--- src/rtl/plateau_detect_pkg.sv ---
// rtl/plateau_detect_pkg.sv - shared FSM encoding and threshold format for plateau_detect
package plateau_detect_pkg;

    localparam int THRES_FRAC_BITS = 7;

    typedef enum logic [1:0] {
        ST_IDLE    = 2'd0,
        ST_SEARCH  = 2'd1,
        ST_PLATEAU = 2'd2,
        ST_HOLDOFF = 2'd3
    } pd_state_t;

endpackage

--- src/rtl/plateau_detect_thres_compare.sv ---
// rtl/plateau_detect_thres_compare.sv - clamp, scale and strict compare pipeline (two stages)
module thres_compare
    import plateau_detect_pkg::*;
#(
    parameter int SUM_WIDTH0 = 22,
    parameter int SUM_WIDTH1 = 22
) (
    input  logic                         clk,
    input  logic                         rstn,
    input  logic signed [SUM_WIDTH0-1:0] corr_sum,
    input  logic signed [SUM_WIDTH1-1:0] pwr_sum,
    input  logic                         sum_valid,
    input  logic [7:0]                   thres_scale,
    output logic                         qual_valid,
    output logic                         qualify
);

    localparam int SW = (SUM_WIDTH0 > SUM_WIDTH1) ? SUM_WIDTH0 : SUM_WIDTH1;
    localparam int W  = SW + 8;

    logic [SUM_WIDTH0-1:0] corr_u;
    logic [SUM_WIDTH1-1:0] pwr_u;
    logic [W-1:0]          a_nxt, b_nxt;
    logic [W-1:0]          a_r, b_r;
    logic                  v1_r;

    // Negative sums carry no energy, so they count as zero on both sides.
    always_comb begin
        corr_u = corr_sum[SUM_WIDTH0-1] ? '0 : $unsigned(corr_sum);
        pwr_u  = pwr_sum[SUM_WIDTH1-1]  ? '0 : $unsigned(pwr_sum);
        a_nxt  = {{(W-SUM_WIDTH0){1'b0}}, corr_u} << THRES_FRAC_BITS;
        b_nxt  = W'(pwr_u) * W'(thres_scale);
    end

    always_ff @(posedge clk) begin
        if (!rstn) begin
            a_r        <= '0;
            b_r        <= '0;
            v1_r       <= 1'b0;
            qualify    <= 1'b0;
            qual_valid <= 1'b0;
        end else begin
            if (sum_valid) begin
                a_r <= a_nxt;
                b_r <= b_nxt;
            end
            v1_r       <= sum_valid;
            qualify    <= v1_r && (a_r > b_r);
            qual_valid <= v1_r;
        end
    end

endmodule

--- src/rtl/plateau_detect.sv ---
// rtl/plateau_detect.sv - plateau detector FSM with run-length and holdoff counters
module plateau_detect
    import plateau_detect_pkg::*;
#(
    parameter int SUM_WIDTH0 = 22,
    parameter int SUM_WIDTH1 = 22,
    parameter int CNT_WIDTH  = 16
) (
    input  logic                         clk,
    input  logic                         rstn,
    input  logic signed [SUM_WIDTH0-1:0] corr_sum,
    input  logic signed [SUM_WIDTH1-1:0] pwr_sum,
    input  logic                         sum_valid,
    input  logic                         enable,
    input  logic [7:0]                   thres_scale,
    input  logic [CNT_WIDTH-1:0]         min_plateau_len,
    input  logic [CNT_WIDTH-1:0]         holdoff_len,
    output logic                         detected,
    output logic                         plateau_active,
    output logic [CNT_WIDTH-1:0]         plateau_count
);

    localparam logic [CNT_WIDTH-1:0] ONE = CNT_WIDTH'(1);

    logic                 qual_valid, qualify;
    pd_state_t            state, state_nxt;
    logic [CNT_WIDTH-1:0] cnt_nxt, hold, hold_nxt, target, run_len;
    logic                 det_nxt;

    thres_compare #(
        .SUM_WIDTH0 (SUM_WIDTH0),
        .SUM_WIDTH1 (SUM_WIDTH1)
    ) u_thres_compare (
        .clk         (clk),
        .rstn        (rstn),
        .corr_sum    (corr_sum),
        .pwr_sum     (pwr_sum),
        .sum_valid   (sum_valid),
        .thres_scale (thres_scale),
        .qual_valid  (qual_valid),
        .qualify     (qualify)
    );

    assign plateau_active = (state == ST_PLATEAU);

    always_ff @(posedge clk) begin
        if (!rstn) begin
            state         <= ST_IDLE;
            plateau_count <= '0;
            hold          <= '0;
            detected      <= 1'b0;
        end else begin
            state         <= state_nxt;
            plateau_count <= cnt_nxt;
            hold          <= hold_nxt;
            detected      <= det_nxt;
        end
    end

    // A length of 0 behaves like 1; the count saturates instead of wrapping.
    always_comb begin
        target  = (min_plateau_len == '0) ? ONE : min_plateau_len;
        run_len = ONE;
        if (state == ST_PLATEAU)
            run_len = (&plateau_count) ? plateau_count : plateau_count + ONE;
    end

    always_comb begin
        state_nxt = state;
        cnt_nxt   = plateau_count;
        hold_nxt  = hold;
        det_nxt   = 1'b0;
        if (!enable) begin
            state_nxt = ST_IDLE;
            cnt_nxt   = '0;
        end else begin
            case (state)
                ST_IDLE: state_nxt = ST_SEARCH;
                ST_SEARCH, ST_PLATEAU: begin
                    if (qual_valid) begin
                        if (qualify) begin
                            cnt_nxt = run_len;
                            if (run_len >= target) begin
                                det_nxt   = 1'b1;
                                hold_nxt  = holdoff_len;
                                state_nxt = ST_HOLDOFF;
                            end else begin
                                state_nxt = ST_PLATEAU;
                            end
                        end else begin
                            cnt_nxt   = '0;
                            state_nxt = ST_SEARCH;
                        end
                    end
                end
                ST_HOLDOFF: begin
                    if (qual_valid) begin
                        if (hold == '0) begin
                            state_nxt = ST_SEARCH;
                            cnt_nxt   = '0;
                        end else begin
                            hold_nxt = hold - ONE;
                        end
                    end
                end
                default: state_nxt = ST_IDLE;
            endcase
        end
    end

endmodule

--- config.mk ---
export PLATFORM = sky130hd
export DESIGN_NAME = plateau_detect
export DESIGN_NICKNAME = d
export VERILOG_FILES = /design/src/rtl/plateau_detect_pkg.sv /design/src/rtl/plateau_detect_thres_compare.sv /design/src/rtl/plateau_detect.sv
export SDC_FILE = /design/constraint.sdc
export NUM_CORES = 1
export LEC_CHECK = 0
export ABC_AREA = 1
export BUFFER_PORTS_ARGS = -buffer_cell sky130_fd_sc_hd__buf_2
export CAP_MARGIN = 10
export CORE_MARGIN = 2
export CORE_UTILIZATION = 65
export DETAILED_ROUTE_END_ITERATION = 6
export PLACE_DENSITY = 0.86
export REMOVE_ABC_BUFFERS = 1
export SLEW_MARGIN = 0
export SYNTH_ARGS = -nofsm -noshare
export SYNTH_HDL_FRONTEND = slang
export SYNTH_SLANG_ARGS = --single-unit
--- constraint.sdc ---
create_clock -name clk -period 12.6 [get_ports clk]
set_input_delay 0 -clock clk [delete_from_list [all_inputs] [get_ports clk]]
set_output_delay 0 -clock clk [all_outputs]
set_load 0.01 [all_outputs]
==> results of run 1 <==
## cells in the final DEF, fill, tap and decap left out, drive strengths merged
cell / instances
nor4: 8
nor2: 264
nor3: 11
ha: 94
xor2: 10
o21bai: 12
clkbuf: 9
xnor2: 6
clkinvlp: 1
buf: 107
mux2i: 2
o211ai: 5
o31ai: 2
dlygate4sd3: 27
a2bb2oi: 1
a41o: 1
nand2: 404
or2: 3
a21oi: 114
a31oi: 3
nand3: 87
clkinv: 11
nand3b: 4
and2: 1
a21boi: 1
nor3b: 1
bufinv: 1
o21a: 2
dfxtp: 89
o21ai: 37
inv: 300
nand4: 22
fa: 114
## state kept, by name, summed over array words and instances (netlist names)
| register | cells |
|---|---|
| detected | 1 |
| hold | 16 |
| plateau_count | 16 |
| state | 2 |
| u_thres_compare.a_r | 21 |
| u_thres_compare.b_r | 30 |
| u_thres_compare.qual_valid | 1 |
| u_thres_compare.qualify | 1 |
| u_thres_compare.v1_r | 1 |
## logic make-up after synthesis
logic type / Yosys count / share of synthesized area, %
adder cells (fa/ha/maj): 208 / 31.46
flip-flops: 89 / 16.21
AND/OR/NAND/NOR: 805 / 30.07
multiplexers: 2 / 0.1821
buffers and inverters: 344 / 11.92
AO/OA/AOI/OAI: 178 / 8.879
XOR/XNOR: 16 / 1.275
## worst paths after layout
| kind | endpoint | startpoint | slack (ps) | depth (start not counted) |
|---|---|---|---|---|
| setup / recovery | u_thres_compare.b_r[14]$_SDFFE_PN0P_ | pwr_sum[21] | 7620 | 23 |
| hold / removal | hold[4]$_SDFFE_PN0P_ | holdoff_len[4] | 10 | 5 |
| setup reg to reg | hold[0]$_SDFFE_PN0P_ | plateau_count[0]$_SDFFE_PN0P_ | 9320 | 18 |
| hold reg to reg | u_thres_compare.qual_valid$_SDFF_PN0_ | u_thres_compare.v1_r$_SDFF_PN0_ | 430 | 2 |
## layer usage
| layer | share of wire, % | wire length [um] | vias to the layer above |
|---|---|---|---|
| met5 | 0 | 0 | - |
| met4 | 3.5 | 983 | 0 |
| met3 | 7.0 | 1933 | 73 |
| met2 | 50 | 13920 | 426 |
| met1 | 39 | 10880 | 4999 |
| li1 | - | - | 5289 |
## power by group through the flow
stage,clock network [W],logic (W),registers (W)
floorplan,0,0.000439,0.000314
global placement,0,0.000580,0.000315
detailed placement,0,0.000595,0.000316
CTS,0.000276,0.000606,0.000310
global route,0.000286,0.000704,0.000312
finish,0.000274,0.000611,0.000310
## synthesized netlist by cell type, drive strengths merged
library cell    n  area share [%]
nand2         404              14
o21bai         12            0.82
xnor2           6            0.48
nor4            8            0.46
buf             7            0.40
o211ai          5            0.47
o31ai           2            0.14
o21ai          37             1.7
nand3b          4            0.31
and2            1           0.057
clkbuf         30             1.0
nor2          264             9.2
xor2           10            0.80
a41o            1           0.091
a21oi         114             5.2
nand3          87             4.1
ha             94              11
nand4          22             1.3
clkinv          8            0.28
a2bb2oi         1           0.080
a31oi           3            0.17
o21a            2            0.14
inv           299              10
mux2i           2            0.18
or2             3            0.17
fa            114              21
a21boi          1           0.068
nor3b           1           0.068
nor3           11            0.60
dfxtp          89              16
## per-stage QoR
| step | utilization [%] | hold slack (ps) |
|---|---|---|
| 3_5_place_dp | 70.26 | 255.4 |
| 4_1_cts | 73.66 | 8.498 |
| 6_report | 73.68 | 14.66 |
| 5_1_grt | 73.68 | 44.58 |
| 2_1_floorplan | - | 89.36 |
| 3_3_place_gp | 70.26 | 252.2 |
## critical path, stage by stage
cell      delay [ps]
buf_2             90
clkinv_1         570
nand2_1          560
inv_1            100
nand2_1          100
fa_1             430
fa_1             540
inv_1             50
fa_1             530
inv_1             60
fa_1             540
inv_1             50
ha_1             340
a21oi_1          320
nor2_1            70
nor2_1            90
nand2_1          140
nand2_1           90
nand2_1           80
xnor2_1          270
nand2_1           80
nand2_1           70
inv_1             30
## area by class of cell
| type | count | area (um^2) | share of cell area [%] |
|---|---|---|---|
| repair buffers | 134 | 810.8 | 6.636 |
| clock buffers | 9 | 225.2 | 1.843 |
| flip-flops and latches | 89 | 1782 | 14.58 |
| well taps | 220 | 275.3 | 2.253 |
| inverters | 307 | 1154 | 9.442 |
| multi-input cells | 1209 | 7903 | 64.68 |
| clock inverters | 6 | 68.82 | 0.5632 |
## timing repair
item,CTS,global route
hold buffers,27,0
endpoints found under the hold margin,27,0
endpoints found under the setup margin,0,0
==> run_results.csv, run 1 <==
group,metric,value,unit
critical_path,crit_required,12840,ps
timing,finalCritPeriodShare,39.56,%
place,gp_congestion,0.9863,
clock_network,cts_max_level,3,
clock_network,clockBufferDepth,2,
logic_synthesis,synth_warnings,0,
place,dpl_worst_slack,7351,ps
timing,period_needed,4984,ps
global_route,grt_max_degree,53,
timing,fmax,200.6,MHz
power_and_ir_drop,design_power_total,0.001195,W
routing,vias_per_cell,5.465,
logic_synthesis,synthCells,1642,
timing,slew_violations,0,
finish,postLayoutCellArea,12220,um^2
global_route,antenna_found_initial,0,
floorplan,die-area,17970,um^2
power_and_ir_drop,combPwrFrac,51.1,%
floorplan,io_pins,106,
finish,drive_gt1_share,8.210,%
power_and_ir_drop,switchingPower,0.0005228,W
power_and_ir_drop,switching_share,43.74,%
clock_network,cts_sinks,89,
floorplan,rows,47,
floorplan,die_w,134.0,um
floorplan,initial_utilization,66.28,%
routing,finalWirelength,27710,um
global_route,grt_first_pass_wirelength,47740,um
critical_path,critPathArrivalTime,5230,ps
global_route,grt.overflow.total,0,
routing,postRouteAntennaNets,0,
finish,final_cells,1974,
logic_synthesis,synth_area,10990,um^2
clock_network,ctsResizeCount,0,
finish,fillers,1408,
global_route,top_usage_layer,"met2",
critical_path,crit_path_start_kind,"input pin",
flow_run,maxCapViolations,0,
power_and_ir_drop,powerDensity,97.83,nW/um^2
global_route,grt_use_total,32.35,%
timing,setup_ws,7616,ps
finish,diodes,0,
logic_synthesis,synth_cell_types,44,
routing,first_pass_iters,5,
routing,drc,0,
timing,clock_skew,11.85,ps
timing,finalSetupViolCount,0,
clock_network,post_cts_buffers,0,
power_and_ir_drop,internal_power,0.0006725,W
status,status,"finished, final reports clean",
clock_network,path_clk_slew,70,ps
floorplan,die_h,134.0,um
critical_path,path_class,"input pin to register",
place,dpl.hpwl,21530,um
routing,drt_iter0_markers,629,
timing,hold_viol_final,0,
place,dp.cells,1932,
global_route,grt.met1_usage,39.16,%
min_path,hold_class,"input pin to register",
global_route,met2_usage,57.41,%
place,place_area,11650,um^2
clock_network,cts_buffers,9,
routing,via_count,10787,
logic_synthesis,avgSynthCellArea,6.694,um^2
timing,relSlewSlack,28.37,%
global_route,met3_usage,5.820,%
power_and_ir_drop,seq_power_share,26.0,%
logic_synthesis,yosysSeqAreaShare,16.21,%
routing,wire_per_inst,14.04,um
place,port_buffers,105,
timing,worst_pin_slew,1070,ps
finish,area_growth,11.16,%
critical_path,cp_max_fo,26,
power_and_ir_drop,p_leak,6.683,nW
timing,rsz0062_at_grt,"no",
clock_network,clkLatencyLatePin,350,ps
logic_synthesis,synth-seq-cells,89,
timing,setup_tns,0,ps
clock_network,cts-root-buf,"clkbuf_16",
global_route,grt_pass1_vias,10671,
power_and_ir_drop,ir_drop,0.08273,mV
floorplan,coreArea,16580,um^2
finish,fin_nets,2046,
power_and_ir_drop,clkPwrFrac,22.9,%
clock_network,cts_tree,"built",
critical_path,critPathCaptureType,"register",
Power figures use the tool's default switching activity.
==> inputs of run 2 (changes only) <==
--- a/config.mk
+++ b/config.mk
@@ -9,9 +9,9 @@
 export BUFFER_PORTS_ARGS = -buffer_cell sky130_fd_sc_hd__buf_2
 export CAP_MARGIN = 10
 export CORE_MARGIN = 2
-export CORE_UTILIZATION = 65
+export CORE_UTILIZATION = 62
 export DETAILED_ROUTE_END_ITERATION = 6
-export PLACE_DENSITY = 0.86
+export PLACE_DENSITY = 0.83
 export REMOVE_ABC_BUFFERS = 1
 export SLEW_MARGIN = 0
 export SYNTH_ARGS = -nofsm -noshare
==> constraint.sdc (replaced) <==
create_clock -name clk -period 4.9 [get_ports clk]
set_input_delay 0 -clock clk [delete_from_list [all_inputs] [get_ports clk]]
set_output_delay 0 -clock clk [all_outputs]
set_load 0.01 [all_outputs]
==> run 2 against run 1 <==
Global-route usage decreased by 0.65 points; cell count is 2.1% higher; sequential power rose to 2.6 times the previous value; sequential cell count is the same; critical endpoint is now u_thres_compare.b_r[12]$_SDFFE_PN0P_; register-to-register slack worse by 7700 ps; wire length increased by 0.71%; clock power increased to 2.7 times the previous value; sequential share of layout area decreased by 0.34 points; largest cell class unchanged; clock-buffer cell count grew 1.
==> run_results.csv, run 2 (same netlist as run 1, synthesis figures left out) <==
group,metric,value,unit
status,status,"finished, final reports clean",
critical_path,crit_chain,"buf_2 -> clkinv_1 -> buf_4 -> nand2_1 -> buf_4 -> nor2_1 -> fa_1 -> fa_1 -> fa_1 -> inv_1 -> fa_1 -> inv_1 -> ha_1 -> nand2_1 -> inv_1 -> a21oi_1 -> nand3_1 -> nand2_1 -> inv_1 -> o21ai_0 -> o211ai_1 -> inv_1",
clock_network,cts_tree,"built",
floorplan,io_pins,106,
timing,period_needed,4472,ps
place,gp_congestion,0.9466,
routing,finalWirelength,27910,um
global_route,grt.overflow.total,0,
clock_network,clkLatencyLatePin,350,ps
power_and_ir_drop,p_leak,6.858,nW
power_and_ir_drop,clkPwrFrac,23.2,%
finish,largest-register,"u_thres_compare.b_r",
power_and_ir_drop,ir_drop,0.2042,mV
finish,largest_register_ffs,30,
global_route,grt_first_pass_wirelength,47620,um
timing,setup_tns,0,ps
routing,postRouteAntennaNets,0,
timing,rsz0062_at_grt,"no",
floorplan,coreArea,17300,um^2
timing,worst_pin_slew,1118,ps
place,dp.cells,1970,
critical_path,cp_max_fo,26,
finish,final_cells,2015,
routing,routed.top_layer,"met4",
critical_path,path_class,"input pin to register",
power_and_ir_drop,switchingPower,0.001369,W
power_and_ir_drop,switching_share,43.20,%
timing,slew_violations,0,
global_route,antenna_found_initial,0,
global_route,grt_pass1_vias,10552,
timing,fmax,223.6,MHz
clock_network,cts_max_level,3,
timing,finalCritPeriodShare,91.26,%
timing,finalSetupViolCount,0,
routing,met2_length,14030,um
timing,setup_ws,428.2,ps
global_route,grt_use_total,31.70,%
global_route,grt_max_degree,54,
finish,diodes,0,
clock_network,ctsResizeCount,0,
floorplan,die_w,137.2,um
routing,wire_per_inst,13.85,um
routing,wl_met1,10860,um
routing,drc,0,
place,dpl_worst_slack,108.8,ps
power_and_ir_drop,seq_power_share,25.1,%
finish,reg_top3,"u_thres_compare.b_r (30), u_thres_compare.a_r (21)",
critical_path,critical_path.max_stage_delay,550,ps
routing,via_count,10874,
place,port_buffers,105,
clock_network,cts_buffers,9,
critical_path,crit_buf_inv,9,
critical_path,crit_required,5190,ps
floorplan,rows,48,
floorplan,die-area,18810,um^2
floorplan,initial_utilization,63.55,%
finish,area_growth,13.81,%
critical_path,critPathCaptureType,"register",
critical_path,crit_path_start_kind,"input pin",
timing,relSlewSlack,25.18,%
timing,clock_skew,9.526,ps
routing,first_pass_iters,5,
clock_network,cts_sinks,89,
min_path,hold_class,"input pin to register",
place,dpl.hpwl,21930,um
floorplan,die_h,137.2,um
finish,drive_gt1_share,9.944,%
finish,final_common_cell,"nand2_1",
routing,drt_iter0_markers,752,
clock_network,cts-root-buf,"clkbuf_16",
timing,hold_viol_final,0,
critical_path,critPathTopFamily,"adder cells",
finish,final_cell_mix,"nand2_1, inv_1, nor2_1",
finish,fin_nets,2081,
clock_network,path_clk_slew,70,ps
power_and_ir_drop,combPwrFrac,51.6,%
power_and_ir_drop,internal_power,0.001800,W
routing,wl_met3,2120,um
critical_path,path_common_cell,"inv_1",
routing,vias_per_cell,5.397,
critical_path,critPathArrivalTime,4770,ps
flow_run,maxCapViolations,0,
clock_network,clockBufferDepth,2,
critical_path,cp_slowest_cell,"fa_1",
power_and_ir_drop,powerDensity,253.4,nW/um^2
run 2: final timing paths:
path / startpoint / end / slack [ps] / depth (start not counted)
setup / recovery: pwr_sum[21] / u_thres_compare.b_r[12]$_SDFFE_PN0P_ / 430 / 22
hold / removal: holdoff_len[7] / hold[7]$_SDFFE_PN0P_ / 7 / 5
setup reg to reg: plateau_count[0]$_SDFFE_PN0P_ / hold[6]$_SDFFE_PN0P_ / 1660 / 22
hold reg to reg: u_thres_compare.v1_r$_SDFF_PN0_ / u_thres_compare.qual_valid$_SDFF_PN0_ / 460 / 2
run 2: through the flow:
step	cell area, um^2	utilization (%)	total power, W	hold slack, ps
final	12510	72.32	0.003170	7.024
after global routing	12510	72.32	0.003459	37.56
after CTS	12490	72.20	0.003171	5.007
after detailed placement	11910	68.83	0.002413	254.4
after global placement	11910	68.83	0.002372	251.3
after floorplan	10840	-	0.001935	89.36
run 2: layout make-up:
| cell class | count | area [um^2] |
|---|---|---|
| multi-input cells | 1209 | 7900 |
| clock inverters | 6 | 73.82 |
| well taps | 225 | 281.5 |
| repair buffers | 169 | 1080 |
| flip-flops and latches | 89 | 1782 |
| inverters | 307 | 1154 |
| clock buffers | 10 | 239.0 |
| fillers | 1446 | 4787 |
run 2: per-layer routing:
metal,up-vias,GRT usage [%]
met5,-,0
met4,0,10.82
met3,83,5.926
met2,423,56.97
met1,5011,37.87
li1,5357,-
run 2: power groups by stage:
stage / Combinational (W) / Sequential, W / Clock (W)
floorplan: 0.00113 / 0.000807 / 0
global placement: 0.00156 / 0.000812 / 0
detailed placement: 0.00160 / 0.000813 / 0
CTS: 0.00163 / 0.000796 / 0.000748
global route: 0.00188 / 0.000800 / 0.000776
finish: 0.00164 / 0.000797 / 0.000736
run 2: timing repair:
item,CTS,global route
setup endpoints to repair,0,0
endpoints found under the hold margin,27,1
setup buffers,0,0
hold buffers,27,1
run 2: worst min-delay path: cells and delay by family:
kind	cells	cell delay, ps
AND/OR/NAND/NOR	3	180
buffers and inverters	1	80
AO/OA/AOI/OAI	1	60
==> inputs of run 3 (changes only) <==
==> constraint.sdc (replaced) <==
create_clock -name clk -period 4.99 [get_ports clk]
set_input_delay 0 -clock clk [delete_from_list [all_inputs] [get_ports clk]]
set_output_delay 0 -clock clk [all_outputs]
set_load 0.01 [all_outputs]
==> run 3 against run 2 <==
Combinational power is 3% lower; clock-buffer cell count is 1 higher; sequential share of layout area hardly changed; wire length is 1.5% higher; core utilization is 0.17 points lower; non-clock buffer count is 1 lower; hold slack better by 11 ps; critical path depth is 3 lower; die area stayed put.
==> run_results.csv, run 3 (same netlist as run 1, synthesis figures left out) <==
group,metric,value,unit
status,status,"finished, final reports clean",
timing,setup_ws,632.2,ps
floorplan,rows,48,
clock_network,cts_max_level,3,
clock_network,path_clk_slew,70,ps
finish,area_growth,13.53,%
routing,wire_per_inst,14.06,um
routing,finalWirelength,28320,um
finish,diodes,0,
routing,drc,0,
global_route,grt_max_degree,54,
finish,postLayoutCellArea,12480,um^2
floorplan,coreArea,17300,um^2
timing,rsz0062_at_grt,"no",
routing,via_count,10860,
floorplan,io_pins,106,
global_route,grt_first_pass_wirelength,47110,um
routing,postRouteAntennaNets,0,
global_route,grt.overflow.total,0,
clock_network,cts-root-buf,"clkbuf_16",
place,dpl.hpwl,22270,um
clock_network,ctsResizeCount,0,
timing,finalSetupViolCount,0,
timing,hold_viol_final,0,
clock_network,cts_buffers,9,
place,port_buffers,105,
power_and_ir_drop,powerDensity,243.1,nW/um^2
floorplan,initial_utilization,63.55,%
critical_path,r2r_end,"hold[6]$_SDFFE_PN0P_",
flow_run,maxCapViolations,0,
timing,holdWs,18.09,ps
global_route,grt_pass1_vias,10585,
critical_path,crit_chain,"buf_2 -> clkinv_1 -> nor2_1 -> fa_1 -> fa_1 -> fa_1 -> inv_1 -> fa_1 -> inv_1 -> ha_1 -> nand2_1 -> nor2_1 -> inv_1 -> nor2_1 -> nand4_1 -> nand4_1 -> nand3_1 -> nand2_1 -> inv_1",
critical_path,cp_slowest_cell,"fa_1",
finish,multi_input_area,7900,um^2
global_route,grt_use_total,31.52,%
timing,period_needed,4358,ps
critical_path,worst_r2r_path_depth,18,
critical_path,critPathArrivalTime,4610,ps
timing,clock_skew,13.15,ps
timing,relSlewSlack,23.96,%
clock_network,clkLatencyLatePin,350,ps
finish,largest-register,"u_thres_compare.b_r",
clock_network,clockBufferDepth,2,
min_path,holdPathStages,5,
global_route,antenna_found_initial,0,
clock_network,cts_sinks,89,
critical_path,r2r_start,"plateau_count[0]$_SDFFE_PN0P_",
floorplan,die_w,137.2,um
finish,largest_register_ffs,30,
critical_path,critical_path.max_stage_delay,540,ps
finish,final_common_cell,"nand2_1",
floorplan,die-area,18810,um^2
timing,slew_violations,0,
floorplan,die_h,137.2,um
critical_path,crit_required,5240,ps
place,dpl_worst_slack,356.0,ps
routing,first_pass_iters,5,
timing,setup_tns,0,ps
clock_network,post_cts_buffers,0,
clock_network,cts_tree,"built",
critical_path,crit_end,"u_thres_compare.b_r[20]$_SDFFE_PN0P_",
place,place_area,11930,um^2
critical_path,reg2reg_slack,1680,ps
place,gp_congestion,0.9440,
routing,vias_per_cell,5.392,
critical_path,crit_path_start_kind,"input pin",
min_path,hold_class,"input pin to register",
finish,reg_top3,"u_thres_compare.b_r (30), u_thres_compare.a_r (21)",
timing,finalCritPeriodShare,87.33,%
finish,final_cell_mix,"nand2_1, inv_1, nor2_1",
critical_path,cp-startpoint,"thres_scale[2]",
finish,drive_gt1_share,9.950,%
critical_path,path_class,"input pin to register",
routing,drt_iter0_markers,635,
finish,seq_area,1782,um^2
finish,fillers,1536,
finish,fin_util,72.15,%
finish,fin_nets,2080,
timing,worst_pin_slew,1136,ps
timing,fmax,229.5,MHz
critical_path,critPathCaptureType,"register",
critical_path,cp_max_fo,17,
power_and_ir_drop,p_leak,6.834,nW
power_and_ir_drop,ir_drop,0.1869,mV
## run 3: cell types whose count changed in the layout (fill, tap and decap cells not counted), sizes merged
cell / delta
buf: +1
inv: -1
bufinv: -1
dlygate4sd3: -2
clkbuf: +1
clkinvlp: +3
clkinv: -2
## run 3: area by class of cell
type	count	area share, %
Timing Repair Buffer	168	8.653
Sequential cell	89	14.28
Clock buffer	11	1.945
Tap cell	225	2.256
Inverter	307	9.244
Clock inverter	5	0.3208
Multi-Input combinational cell	1209	63.30
## run 3: what timing repair did
| action | CTS | global route |
|---|---|---|
| hold endpoints to repair | 26 | 0 |
| hold buffers | 26 | 0 |
| setup endpoints to repair | 0 | 0 |
## run 3: per-layer routing
layer / vias up / wire length (um) / GRT usage, %
met2: 404 / 14270 / 57.24
met3: 83 / 1909 / 4.778
met1: 5016 / 11140 / 36.83
met4: 0 / 1009 / 13.23
met5: - / 0 / 0
li1: 5357 / - / -
## run 3: worst min-delay path by stage
stage                               start                                    to  slack [ps]
after floorplan                 sum_valid   u_thres_compare.b_r[4]$_SDFFE_PN0P_          90
after global placement        corr_sum[8]  u_thres_compare.a_r[15]$_SDFFE_PN0P_         250
after detailed placement     corr_sum[19]  u_thres_compare.a_r[26]$_SDFFE_PN0P_         260
after CTS                 holdoff_len[13]                 hold[13]$_SDFFE_PN0P_           9
after global routing       holdoff_len[7]                  hold[7]$_SDFFE_PN0P_          30
final                     holdoff_len[13]                 hold[13]$_SDFFE_PN0P_          20
## run 3: critical path: cells and delay by family
kind	cells	cell delay [ps]
adders and majority gates	5	2440
buffers and inverters	6	760
and+or+nand+nor	8	1430
## run 3: per-stage QoR
step / std cells / power, W
6_report: 2014 / 0.003034
5_1_grt: 2014 / 0.003292
4_1_cts: 2013 / 0.003031
3_5_place_dp: 1971 / 0.002358
3_3_place_gp: 1971 / 0.002323
2_1_floorplan: 1605 / 0.001900
## run 3: where the power goes
part / switching, W / leakage, nW / internal, W
Clock: 0.000308 / 0.128 / 0.000354
Combinational: 0.00100 / 5.98 / 0.000586
Sequential: 0.0000222 / 0.727 / 0.000762
